### config.mk
export PLATFORM = sky130hd
export DESIGN_NAME = pu_msp430_trace_buffer
export DESIGN_NICKNAME = d
export VERILOG_FILES = /design/src/rtl/pu_msp430_trace_buffer.sv
export SDC_FILE = /design/constraint.sdc
export NUM_CORES = 1
export LEC_CHECK = 0
export BUFFER_PORTS_ARGS = -buffer_cell sky130_fd_sc_hd__clkbuf_2
export CORE_ASPECT_RATIO = 1.1
export CORE_MARGIN = 2
export CORE_UTILIZATION = 50
export CTS_CLUSTER_DIAMETER = 40
export DETAILED_ROUTE_END_ITERATION = 8
export GPL_TIMING_DRIVEN = 0
export HOLD_SLACK_MARGIN = 0.12
export PLACE_DENSITY = 0.7
export SYNTH_ARGS = -nofsm -noshare
export SYNTH_HDL_FRONTEND = slang
export SYNTH_SLANG_ARGS = --single-unit
### constraint.sdc
create_clock -name mclk -period 6.74 [get_ports mclk]
set_clock_uncertainty 0.2 [all_clocks]
set_input_delay 0.674 -clock mclk [delete_from_list [all_inputs] [get_ports mclk]]
set_output_delay 0.674 -clock mclk [all_outputs]
set_load 0.05 [all_outputs]
### src/rtl/pu_msp430_trace_buffer.sv
// pu_msp430_trace_buffer
// Instruction-trace recorder for the MSP430 core. Each decoded instruction
// (PC, opcode or IRQ number, cycle length of the previous instruction) is
// stored in a circular buffer. A PC-match or forced trigger starts a
// post-trigger window of POST_DEPTH entries. After that window the buffer
// freezes and is read out oldest-first over a valid/ready port.
// Optional build macro: PU_MSP430_TRACE_TSTAMP_EN adds a 32-bit free-running
// timestamp to each entry, placed in the most significant bits of rd_data.
module pu_msp430_trace_buffer #(
    parameter int DEPTH      = 16,
    parameter int POST_DEPTH = 4,
    parameter int PC_W       = 16,
    parameter int CYC_W      = 8,
    localparam int AW        = $clog2(DEPTH),
`ifdef PU_MSP430_TRACE_TSTAMP_EN
    localparam int TS_W      = 32,
`else
    localparam int TS_W      = 0,
`endif
    localparam int ENTRY_W   = TS_W + 1 + CYC_W + 16 + PC_W
) (
    input  logic               mclk,
    input  logic               puc_rst,
    input  logic               decode,
    input  logic [15:0]        ir,
    input  logic [PC_W-1:0]    pc,
    input  logic               irq_detect,
    input  logic [3:0]         irq_num,
    input  logic               arm,
    input  logic [PC_W-1:0]    trig_pc,
    input  logic [PC_W-1:0]    trig_mask,
    input  logic               force_trig,
    input  logic               rd_start,
    input  logic               rd_ready,
    output logic               rd_valid,
    output logic [ENTRY_W-1:0] rd_data,
    output logic [1:0]         trc_state,
    output logic [AW:0]        trc_count,
    output logic [31:0]        inst_number
);

    typedef enum logic [2:0] {
        ST_IDLE  = 3'd0,
        ST_ARMED = 3'd1,
        ST_POST  = 3'd2,
        ST_DONE  = 3'd3,
        ST_READ  = 3'd4
    } state_t;

    localparam logic [AW:0] DEPTH_C   = (AW+1)'(DEPTH);
    localparam logic [AW:0] POST_LAST = (AW+1)'(POST_DEPTH);

    // Trace storage; contents are deliberately not reset
    logic [ENTRY_W-1:0] r_mem [DEPTH];

    state_t             r_state;
    logic [1:0]         r_trc_state;
    logic               r_rd_valid;
    logic [AW-1:0]      r_wptr;
    logic [AW-1:0]      r_rptr;
    logic [AW:0]        r_count;
    logic [AW:0]        r_remaining;
    logic [AW:0]        r_post_cnt;
    logic [CYC_W-1:0]   r_cyc_cnt;
    logic [31:0]        r_inst_number;

    logic               w_match;
    logic               w_capture;
    logic               w_wr_en;
    logic [AW:0]        w_post_next;
    logic [15:0]        w_op;
    logic [ENTRY_W-1:0] w_entry;

    // Trigger condition: masked PC compare on a decode, or a forced trigger
    assign w_match     = (decode && (((pc ^ trig_pc) & trig_mask) == '0)) || force_trig;
    assign w_capture   = (r_state == ST_ARMED) || (r_state == ST_POST);
    // A simultaneous arm restarts the buffer, so that decode is dropped
    assign w_wr_en     = decode && w_capture && !arm;
    assign w_post_next = r_post_cnt + 1'b1;
    assign w_op        = irq_detect ? {12'h000, irq_num} : ir;

`ifdef PU_MSP430_TRACE_TSTAMP_EN
    logic [31:0] r_tstamp;

    // Free-running timestamp, one tick per mclk
    always_ff @(posedge mclk or posedge puc_rst) begin
        if (puc_rst) begin
            r_tstamp <= '0;
        end else begin
            r_tstamp <= r_tstamp + 32'd1;
        end
    end

    assign w_entry = {r_tstamp, irq_detect, r_cyc_cnt, w_op, pc};
`else
    assign w_entry = {irq_detect, r_cyc_cnt, w_op, pc};
`endif

    // Entry write into the circular buffer while capturing
    always_ff @(posedge mclk) begin
        if (w_wr_en) begin
            r_mem[r_wptr] <= w_entry;
        end
    end

    // Cycles since the previous decode, saturating
    always_ff @(posedge mclk or posedge puc_rst) begin
        if (puc_rst) begin
            r_cyc_cnt <= '0;
        end else if (decode) begin
            r_cyc_cnt <= CYC_W'(1);
        end else if (r_cyc_cnt != '1) begin
            r_cyc_cnt <= r_cyc_cnt + 1'b1;
        end
    end

    // Decode counter, running in every state and wrapping at 2^32
    always_ff @(posedge mclk or posedge puc_rst) begin
        if (puc_rst) begin
            r_inst_number <= '0;
        end else if (decode) begin
            r_inst_number <= r_inst_number + 32'd1;
        end
    end

    // Capture/trigger/readout control with registered status outputs
    always_ff @(posedge mclk or posedge puc_rst) begin
        if (puc_rst) begin
            r_state     <= ST_IDLE;
            r_trc_state <= 2'd0;
            r_rd_valid  <= 1'b0;
            r_wptr      <= '0;
            r_rptr      <= '0;
            r_count     <= '0;
            r_remaining <= '0;
            r_post_cnt  <= '0;
        end else begin
            if (w_wr_en) begin
                r_wptr <= r_wptr + 1'b1;
                if (r_count != DEPTH_C) begin
                    r_count <= r_count + 1'b1;
                end
            end

            if (arm) begin
                // Restart from any state; also aborts a readout in progress
                r_state     <= ST_ARMED;
                r_trc_state <= 2'd1;
                r_rd_valid  <= 1'b0;
                r_wptr      <= '0;
                r_rptr      <= '0;
                r_count     <= '0;
                r_remaining <= '0;
                r_post_cnt  <= '0;
            end else begin
                case (r_state)
                    ST_IDLE: begin
                    end
                    ST_ARMED: begin
                        if (w_match) begin
                            if (w_wr_en) begin
                                // The triggering decode is post entry 1
                                r_post_cnt <= (AW+1)'(1);
                                if (POST_DEPTH == 1) begin
                                    r_state     <= ST_DONE;
                                    r_trc_state <= 2'd3;
                                end else begin
                                    r_state     <= ST_POST;
                                    r_trc_state <= 2'd2;
                                end
                            end else begin
                                r_post_cnt  <= '0;
                                r_state     <= ST_POST;
                                r_trc_state <= 2'd2;
                            end
                        end
                    end
                    ST_POST: begin
                        if (w_wr_en) begin
                            r_post_cnt <= w_post_next;
                            if (w_post_next == POST_LAST) begin
                                r_state     <= ST_DONE;
                                r_trc_state <= 2'd3;
                            end
                        end
                    end
                    ST_DONE: begin
                        if (rd_start) begin
                            if (r_count == '0) begin
                                r_state     <= ST_IDLE;
                                r_trc_state <= 2'd0;
                            end else begin
                                // A full buffer has wrapped: oldest entry sits at wptr
                                r_state     <= ST_READ;
                                r_rd_valid  <= 1'b1;
                                r_rptr      <= (r_count == DEPTH_C) ? r_wptr : '0;
                                r_remaining <= r_count;
                            end
                        end
                    end
                    ST_READ: begin
                        if (r_rd_valid && rd_ready) begin
                            r_rptr      <= r_rptr + 1'b1;
                            r_remaining <= r_remaining - 1'b1;
                            if (r_remaining == (AW+1)'(1)) begin
                                r_state     <= ST_IDLE;
                                r_trc_state <= 2'd0;
                                r_rd_valid  <= 1'b0;
                                r_count     <= '0;
                            end
                        end
                    end
                    default: begin
                        r_state     <= ST_IDLE;
                        r_trc_state <= 2'd0;
                        r_rd_valid  <= 1'b0;
                    end
                endcase
            end
        end
    end

    // Read data follows rptr directly; forced to zero outside readout
    assign rd_data     = r_rd_valid ? r_mem[r_rptr] : '0;
    assign rd_valid    = r_rd_valid;
    assign trc_state   = r_trc_state;
    assign trc_count   = r_count;
    assign inst_number = r_inst_number;

endmodule

==> flow_metrics.py, run 1 <==
metrics = {
    "critical_path": {
        "max_fanout_on_critical_path": 10,
        "crit_path_end": "rd_data[35]",
        "worstRegToRegCells": 9,
        "critical_path.startpoint": "r_rptr[1]",
        "path_cells": "clkbuf_1 > clkbuf_1 > clkbuf_1 > mux4_2 > mux4_2 > and2_1 > clkbuf_2",
        "regToRegStartpoint": "r_state[1]",
        "timing.critical_path.from_type": "flip-flop",
        "cp_num_buf_inv": 4,
        "cell_family_contributing_the_most_delay_on_the_critical_path": "buffers and inverters",
        "critical_path_depth": 7,
        "timing_worst_setup_path_type": "flip-flop to output port",
        "regToRegSetupSlack_ns": 3.05,
        "timing.rr.end": "r_mem[1][26]",
        "worst_ep_arrival_time_ns": 3.98,
        "critical_path_required_ns": 5.87,
        "cp-end-kind": "output port",
        "cp_slowest_cell": "clkbuf_1",
        "cpPeakStageDelay_ns": 0.75,
        "cpMostUsedCell": "clkbuf_1",
    },
    "route": {
        "route.detailed.vias_per_inst": 5.947,
        "drc": 0,
        "routed-via-count": 14910,
        "drt_iter0_markers": 1640,
        "routedWlPerCell_microns": 26.59,
        "route.final.wire_length_mm": 66.65,
        "antenna_violating_nets_post_route": 0,
        "firstDrtPassIters": 6,
    },
    "die": {
        "row_count": 92,
        "core_region_area_sq_mm": 0.05721,
        "die_footprint_sq_mm": 0.05981,
        "top_level_ports": 157,
        "initial_core_util": 0.5057,
        "die_x_microns": 233.4,
        "floorplan.die.height_microns": 256.3,
    },
    "clock_tree": {
        "clk_pin_slew_ns": 0.06,
        "clkSinkCount": 725,
        "numCtsBuffers": 83,
        "clock_tree_from_tritoncts": "built",
        "insertion_delay_ns": 0.61,
        "max-clock-path-buffers": 3,
        "cts_setup_buffers": 0,
        "h-tree-depth": 3,
        "clockRootBuffer": "clkbuf_16",
    },
    "worst_hold_path": {
        "min_path_type": "input pin to flip-flop",
        "whs_path_depth": 3,
        "holdCritStartpoint": "rd_start",
    },
    "layout": {
        "fin_nets": 1779,
        "proportion_of_layout_cells_with_a_drive_suffix_above_1": 0.3385,
        "area_growth_pct": 17.75,
        "fillCellCount": 4008,
        "fin_util": 0.5955,
        "count_of_inserted_antenna_diode_cells": 0,
    },
    "timing": {
        "tightestPinTransition_ns": 1.263,
        "maximum_clock_frequency_mhz": 206.0,
        "period_share": 0.7203,
        "worst_slew_margin_rel": 0.1581,
        "finalSetupViolations": 0,
        "setup_repair_after_global_routing_missed_its_margin": "no",
        "finalMaxSlewViolations": 0,
        "timing.final.hold_violations": 0,
        "layout_min_cycle_time_ns": 4.855,
        "hold-worst-slack_ns": 0.2218,
    },
    "synth": {
        "ys_seq_elements": 725,
        "ys_async_sr_fraction": 0.09517,
        "seq_area_frac_synth": 0.7405,
        "yosysTopAreaCell": "edfxtp_1",
        "synth_ff_type": "edfxtp_1",
        "netlist_top_cells_area": "edfxtp_1 68%, mux4_2 16%, dfrtp_1 6.0%",
        "netlist.area_leader.share": 0.6809,
        "postSynthAreaPerCell_sq_um": 20.79,
        "synth-warning-count": 0,
        "syn_area_sq_mm": 0.02893,
        "synth_nets": 1480,
        "number_of_library_cell_types_mapped_by_synthesis": 54,
        "post_synth_inst_count": 1392,
        "synth_edf_count": 656,
    },
    "global_routing": {
        "grt_max_degree": 70,
        "grt_use_total": 0.2270,
        "grt_pass1_wl_mm": 97.95,
        "grt-ovfl-total": 0,
        "antenna_violations_before_repair": 3,
        "grt_pass1_vias": 15280,
    },
    "outcome": {
        "result_of_the_run": "completed",
    },
    "placement": {
        "gpl_congestion": 0.8019,
        "dp.final_hpwl_mm": 42.57,
        "port_buffers": 154,
    },
    "run": {
        "max_cap_viols": 0,
    },
    "power": {
        "total_leakage_power_nw": 11.45,
        "power_per_cell_area_mw_per_mm2": 308.2,
        "vdd.ir_drop.worst_v": 0.0003340,
    },
}
registers in the layout (all words and copies together) (netlist names):
| register | flops |
|---|---|
| rd_valid | 1 |
| inst_number | 32 |
| r_post_cnt | 5 |
| r_cyc_cnt | 8 |
| r_rptr | 4 |
| trc_state | 2 |
| trc_count | 5 |
| r_remaining | 5 |
| r_mem | 656 |
| r_wptr | 4 |
| r_state | 3 |
stage by stage:
step | instance area [sq um] | TNS, ns | total power (W) | worst slack, ns | cells
2_1_floorplan | 28930 | 0 | 0.005889 | 0.6390 | 1392
3_3_place_gp | 30640 | -1211.60 | 0.006197 | -4.871 | 2298
3_5_place_dp | 31390 | 0 | 0.006242 | 2.557 | 2357
4_1_cts | 34070 | 0 | 0.01056 | 1.850 | 2507
5_1_grt | 34070 | 0 | 0.01082 | 1.782 | 2507
6_report | 34070 | 0 | 0.01050 | 1.885 | 2507
how the worst min path moves through the flow:
stage                                  to  slack, ns
final                          r_state[1]       0.22
after global routing           r_state[0]       0.23
after CTS                      r_state[1]       0.18
after detailed placement     trc_state[1]       0.26
after global placement    inst_number[31]       0.26
after floorplan             r_post_cnt[0]       0.28
synth_stat cells (2+ instances only):
library cell	n
a41oi_1	2
a21bo_1	2
clkbuf_1	40
o21ai_0	11
edfxtp_1	656
nand3_1	22
a21oi_1	11
a21boi_0	2
nand4_1	17
mux4_1	4
xor2_1	33
nor2_1	42
nor4b_1	2
a22oi_1	9
mux4_2	201
buf_1	7
nand2_1	37
a221oi_1	3
xnor2_1	24
a31o_1	2
and2_1	48
inv_1	21
mux2_2	6
buf_6	14
nor4_1	5
nor2b_1	16
mux2i_1	4
o21bai_1	3
or3_1	5
dfrtp_1	69
and4_1	3
and3_1	6
nand2b_1	5
o21a_1	2
a31oi_1	5
nor3_1	15
ha_1	12
buf_2	10
worst register-to-register path: stages (launching register included):
cell and delay [ns]:
dfrtp_1 0.36, buf_2 0.16, xnor2_1 0.16, nor3b_2 0.51
nand2b_1 0.10, clkbuf_1 0.25, nor4_2 0.90, buf_4 0.34
buf_4 0.21, buf_4 0.20
cells by family (layout without fill, tap and decap cells):
| kind of cell | Yosys count | in the layout | synth area share |
|---|---|---|---|
| AND/OR/NAND/NOR | 229 | 229 | 0.04208 |
| buffers and inverters | 93 | 456 | 0.01652 |
| XOR/XNOR | 57 | 57 | 0.01725 |
| multiplexers | 215 | 215 | 0.1638 |
| flip-flops | 725 | 725 | 0.7405 |
| AO/OA/AOI/OAI | 61 | 61 | 0.01462 |
| adder cells (fa/ha/maj) | 12 | 12 | 0.005189 |
metal layers:
metal / wire (microns) / GRT usage / vias to the layer above
met5: 29 / 0 / -
met4: 1932 / 0.07749 / 4
met3: 4850 / 0.03503 / 134
met2: 33310 / 0.3706 / 674
met1: 26530 / 0.3150 / 7792
li1: - / - / 6306
layout by cell type (no fill, tap or decap), types with 11 or more instances in the layout:
cell type / n
xor2_1: 33
nand2_1: 37
inv_1: 20
nand4_1: 17
clkbuf_2: 154
clkbuf_16: 84
nor2_1: 38
nand3_1: 22
xnor2_1: 24
a21oi_1: 11
clkinv_2: 11
o21ai_0: 11
nor2b_1: 16
dfrtp_1: 69
buf_4: 29
clkbuf_1: 50
edfxtp_1: 656
buf_6: 35
mux4_2: 201
ha_1: 12
nor3_1: 11
and2_1: 44
report_power, final:
| part | total [W] | internal (W) | switching, W |
|---|---|---|---|
| clock network | 0.00435 | 0.00253 | 0.00182 |
| logic | 0.00105 | 0.000415 | 0.000632 |
| registers | 0.00510 | 0.00502 | 0.0000760 |
| total | 0.0105 | 0.00797 | 0.00253 |
layout make-up:
cell class	count	area, sq um	area share
inverters	21	81.33	0.002387
multi-input cells	574	7114	0.2088
clock buffers	96	2167	0.06361
repair buffers	214	1440	0.04227
plain buffers	72	399.1	0.01172
clock inverters	53	499.2	0.01465
flip-flops and latches	725	21430	0.6289
well taps	752	940.9	0.02762
timing repair:
item / 4_1_cts / 5_1_grt
resized for setup: 0 / 0
hold endpoints to repair: 69 / 0
hold buffers: 1 / 0
(Power assumes the default switching activity.)
==> inputs of run 2 (changes only) <==
clock period = 5.03 ns   (was 6.74 ns; I/O delays follow)
==> flow_metrics.py, run 2 (same netlist as run 1, synthesis figures left out) <==
metrics = {
    "layout": {
        "multiInputGateArea_sq_mm": 0.007114,
        "count_of_inserted_antenna_diode_cells": 0,
        "largest_reg_flops": 656,
        "fillCellCount": 3998,
        "area_growth_pct": 18.20,
        "max_flop_register": "r_mem",
        "proportion_of_layout_cells_with_a_drive_suffix_above_1": 0.3360,
        "layout.area.seq_sq_mm": 0.02143,
        "finalInstanceArea_sq_mm": 0.03420,
        "commonest_non_fill_non_tap_cell_in_the_layout": "edfxtp_1",
        "mostFrequentLayoutCells": "656 x edfxtp_1, 201 x mux4_2, 154 x clkbuf_2",
        "fin_util": 0.5978,
        "fin_nets": 1792,
    },
    "route": {
        "route.detailed.vias_per_inst": 5.947,
        "firstDrtPassIters": 5,
        "drc": 0,
        "route.final.wire_length_mm": 66.73,
        "routedWlPerCell_microns": 26.48,
        "antenna_violating_nets_post_route": 0,
        "drt_iter0_markers": 1583,
        "routed-via-count": 14990,
    },
    "critical_path": {
        "worstRegToRegCells": 9,
        "cpPeakStageDelay_ns": 0.75,
        "cp_slowest_cell": "clkbuf_1",
        "cpMostUsedCell": "clkbuf_1",
        "worst_ep_arrival_time_ns": 3.96,
        "timing.critical_path.from_type": "flip-flop",
        "timing_worst_setup_path_type": "flip-flop to output port",
        "critical_path_required_ns": 4.33,
        "max_fanout_on_critical_path": 10,
        "path_cells": "clkbuf_1 > clkbuf_1 > clkbuf_1 > mux4_2 > mux4_2 > and2_1 > clkbuf_2",
        "cp-end-kind": "output port",
    },
    "clock_tree": {
        "numCtsBuffers": 83,
        "clk_pin_slew_ns": 0.06,
        "clock_tree_from_tritoncts": "built",
        "insertion_delay_ns": 0.61,
        "h-tree-depth": 3,
        "clockRootBuffer": "clkbuf_16",
        "max-clock-path-buffers": 3,
        "ctsResizeCount": 0,
        "clkSinkCount": 725,
    },
    "timing": {
        "maximum_clock_frequency_mhz": 214.6,
        "tightestPinTransition_ns": 1.258,
        "worst_slew_margin_rel": 0.1612,
        "finalSetupViolations": 0,
        "setup_total_negative_slack_ns": 0,
        "setup_repair_after_global_routing_missed_its_margin": "no",
        "timing.final.hold_violations": 0,
        "finalMaxSlewViolations": 0,
        "period_share": 0.9265,
        "layout_min_cycle_time_ns": 4.660,
    },
    "worst_hold_path": {
        "min_path_type": "input pin to flip-flop",
        "whs_path_depth": 1,
    },
    "die": {
        "floorplan.die.height_microns": 256.3,
        "die_footprint_sq_mm": 0.05981,
        "initial_core_util": 0.5057,
        "core_region_area_sq_mm": 0.05721,
        "top_level_ports": 157,
        "die_x_microns": 233.4,
        "row_count": 92,
    },
    "global_routing": {
        "grt-ovfl-total": 0,
        "grt_pass1_vias": 15330,
        "grt_pass1_wl_mm": 98.10,
        "grt_use_total": 0.2272,
        "grt_max_degree": 70,
        "antenna_violations_before_repair": 3,
    },
    "placement": {
        "gpl_congestion": 0.8019,
        "placedInstanceArea_sq_mm": 0.03139,
        "port_buffers": 154,
        "dp.final_hpwl_mm": 42.57,
    },
    "power": {
        "power_per_cell_area_mw_per_mm2": 411.8,
        "total_leakage_power_nw": 11.51,
        "vdd.ir_drop.worst_v": 0.0004478,
    },
    "run": {
        "max_cap_viols": 0,
    },
    "outcome": {
        "result_of_the_run": "completed",
    },
}
run 2: critical path, delay by kind of cell, from the launching register on:
family        cells  cell delay, ns
simple gates      1            0.22
mux               2            0.92
buf+inv           4            1.78
flops             1            0.41
run 2: what timing repair did:
action,CTS,global route
hold buffers,14,0
hold endpoints to repair,207,0
setup buffers,0,0
run 2: worst paths after layout:
path | slack (ns) | to | start
worst max-delay path | 0.37 | rd_data[35] | r_rptr[1]
worst min-delay path | 0.14 | r_mem[6][12] | pc[12]
worst max register to register | 1.34 | r_mem[7][27] | r_state[1]
worst min register to register | 0.27 | trc_state[1] | trc_state[1]
max in group asynchronous | 3.61 | r_cyc_cnt[7] | puc_rst
min in group asynchronous | 0.44 | trc_count[2] | puc_rst
run 2: final cells by class:
class,instances,area share
inverter,21,0.002378
clock buffer,96,0.06337
timing repair buffer,227,0.04592
sequential,725,0.6265
clock inverter,53,0.01460
multi-input combinational,574,0.2080
tap,752,0.02751
buffer,72,0.01167
run 2: routing by layer:
layer | routed length (microns) | part of all wire | global-route usage
met5 | 27 | 0.00040 | 0
met4 | 1905 | 0.029 | 0.07749
met3 | 4801 | 0.072 | 0.03370
met2 | 33420 | 0.50 | 0.3712
met1 | 26570 | 0.40 | 0.3161
run 2: report_power, final:
part	switching [W]	internal [W]	leakage [nW]
registers	0.000102	0.00673	6.88
logic	0.000849	0.000562	3.32
clock network	0.00245	0.00339	1.30
total	0.00340	0.0107	11.5
run 2: metrics by stage:
| step | instances | hold slack [ns] | setup slack [ns] | power, W |
|---|---|---|---|---|
| 2_1_floorplan | 1392 | 0.2780 | -0.9000 | 0.007891 |
| 3_3_place_gp | 2298 | 0.2598 | -6.410 | 0.008304 |
| 3_5_place_dp | 2357 | 0.2641 | 1.018 | 0.008363 |
| 4_1_cts | 2520 | 0.1264 | 0.3114 | 0.01416 |
| 5_1_grt | 2520 | 0.1538 | 0.2432 | 0.01450 |
| 6_report | 2520 | 0.1439 | 0.3695 | 0.01408 |
==> inputs of run 3 (changes only) <==
ABC_AREA = 1   (was unset)
SKIP_CTS_REPAIR_TIMING = 1   (was unset)
SKIP_LAST_GASP = 1   (was unset)
==> flow_metrics.py, run 3 <==
metrics = {
    "global_routing": {
        "grt_pass1_wl_mm": 137.1,
        "grt_pass1_vias": 21620,
        "grt_use_total": 0.3085,
        "antenna_violations_before_repair": 1,
        "grt-ovfl-total": 0,
        "grt_max_degree": 70,
    },
    "layout": {
        "layoutNonFillerInstCount": 3435,
        "mostFrequentLayoutCells": "656 x edfxtp_1, 391 x nor2_1, 343 x o21ai_0",
        "largest_reg_flops": 656,
        "proportion_of_layout_cells_with_a_drive_suffix_above_1": 0.1750,
        "fin_util": 0.6048,
        "fin_nets": 2683,
        "area_growth_pct": 19.52,
        "max_flop_register": "r_mem",
        "finalInstanceArea_sq_mm": 0.03540,
        "commonest_non_fill_non_tap_cell_in_the_layout": "edfxtp_1",
    },
    "power": {
        "fin_total_pwr_w": 0.01533,
        "vdd.ir_drop.worst_v": 0.0004319,
        "total_leakage_power_nw": 12.35,
        "power_per_cell_area_mw_per_mm2": 433.1,
    },
    "clock_tree": {
        "numCtsBuffers": 96,
        "insertion_delay_ns": 0.65,
        "clkSinkCount": 725,
        "max-clock-path-buffers": 3,
        "h-tree-depth": 3,
        "clk_pin_slew_ns": 0.06,
        "clock_tree_from_tritoncts": "built",
        "clockRootBuffer": "clkbuf_16",
    },
    "die": {
        "top_level_ports": 157,
        "initial_core_util": 0.5060,
        "die_x_microns": 236.1,
        "die_footprint_sq_mm": 0.06120,
        "row_count": 93,
        "core_region_area_sq_mm": 0.05853,
        "floorplan.die.height_microns": 259.3,
    },
    "synth": {
        "ys_seq_elements": 725,
        "yosysTopAreaCell": "edfxtp_1",
        "seq_area_frac_synth": 0.7234,
        "netlist.area_leader.share": 0.6651,
        "postSynthAreaPerCell_sq_um": 12.82,
        "post-synth-top-count-cell": "edfxtp_1",
        "synth-warning-count": 0,
        "synth_ff_type": "edfxtp_1",
        "syn_area_sq_mm": 0.02962,
        "ys_async_sr_fraction": 0.09517,
        "post_synth_inst_count": 2311,
        "synth_nets": 2399,
        "netlist_top_cells_area": "edfxtp_1 67%, dfrtp_1 5.8%, o21ai_0 5.8%",
        "synthTopCellsByCount": "656 x edfxtp_1, 407 x nor2_1, 343 x o21ai_0",
        "synth_edf_count": 656,
        "number_of_library_cell_types_mapped_by_synthesis": 52,
    },
    "outcome": {
        "result_of_the_run": "completed",
    },
    "critical_path": {
        "worst_ep_arrival_time_ns": 3.99,
        "cpPeakStageDelay_ns": 0.97,
        "cp-end-kind": "output port",
        "timing.critical_path.from_type": "flip-flop",
        "path_cells": "inv_1 > clkbuf_1 > buf_1 > o211ai_1 > a21oi_1 > clkbuf_2",
        "critical_path_required_ns": 4.33,
        "regToRegSetupSlack_ns": 1.87,
        "cp_num_buf_inv": 4,
        "cp_slowest_cell": "clkbuf_1",
        "timing_worst_setup_path_type": "flip-flop to output port",
        "cell_family_contributing_the_most_delay_on_the_critical_path": "buffers and inverters",
        "max_fanout_on_critical_path": 10,
    },
    "timing": {
        "layout_min_cycle_time_ns": 4.695,
        "worst_slew_margin_rel": 0.1235,
        "finalSetupViolations": 0,
        "period_share": 0.9335,
        "hold-worst-slack_ns": 0.1168,
        "tightestPinTransition_ns": 1.315,
        "finalMaxSlewViolations": 0,
        "timing.final.hold_violations": 0,
        "setup_repair_after_global_routing_missed_its_margin": "no",
        "maximum_clock_frequency_mhz": 213.0,
    },
    "placement": {
        "gpl_congestion": 0.8707,
        "place.detailed.instances": 3251,
        "placedInstanceArea_sq_mm": 0.03205,
        "dp.final_hpwl_mm": 59.42,
        "port_buffers": 155,
    },
    "route": {
        "drt_iter0_markers": 3339,
        "route.detailed.vias_per_inst": 6.394,
        "antenna_violating_nets_post_route": 0,
        "route.final.wire_length_mm": 95.10,
        "drc": 0,
        "routed-via-count": 21970,
        "routedWlPerCell_microns": 27.68,
        "firstDrtPassIters": 6,
    },
    "run": {
        "max_cap_viols": 0,
    },
    "worst_hold_path": {
        "min_path_type": "input pin to flip-flop",
    },
}
-- run 3: changes by cell type after synthesis, moves of 84 or more --
| cell | change |
|---|---|
| nand2_1 | +84 |
| o21ai_0 | +332 |
| o221ai_1 | +112 |
| mux4_2 | -201 |
| nor2_1 | +365 |
-- run 3: layout make-up --
class	instances	area (sq um)
timing repair buffer	186	1419
clock inverter	67	747.0
fill	4426	23130
tap	760	950.9
multi-input combinational	1354	7325
antenna	1	2.502
inverter	86	326.6
buffer	146	663.1
clock buffer	110	2540
sequential	725	21430
-- run 3: kinds of logic after synthesis --
kind of cell             share of synthesized area
AND/OR/NAND/NOR                            0.09366
AO/OA/AOI/OAI                               0.1324
buffers and inverters                      0.03333
XOR/XNOR                                   0.01065
adder cells (fa/ha/maj)                   0.005069
multiplexers                              0.001521
flip-flops                                  0.7234
-- run 3: where the power goes --
group / total, W / internal (W) / leakage (nW) / switching (W)
logic: 0.00160 / 0.000396 / 3.99 / 0.00121
registers: 0.00684 / 0.00672 / 6.80 / 0.000117
clock network: 0.00689 / 0.00416 / 1.56 / 0.00273
total: 0.0153 / 0.0113 / 12.4 / 0.00406
-- run 3: path summary, 6_finish.rpt --
check,endpoint,startpoint,cells after the start
max,rd_data[22],r_rptr[2],6
min,r_mem[8][8],pc[8],1
max reg2reg,r_mem[11][11],r_state[2],10
min reg2reg,trc_state[1],trc_state[1],2
max in group asynchronous,inst_number[11],puc_rst,3
min in group asynchronous,inst_number[26],puc_rst,3
-- run 3: per-stage QoR --
stage | setup TNS [ns] | worst slack [ns]
after global placement | -496.24 | -1.009
after detailed placement | 0 | 1.290
after CTS | 0 | 0.5204
after floorplan | 0 | 1.548
final | 0 | 0.3346
after global routing | 0 | 0.2944
-- run 3: per-layer routing --
metal,wire (microns),GRT usage
met5,0,0
met4,5604,0.1709
met3,12990,0.08720
met2,42920,0.4775
met1,33590,0.3957
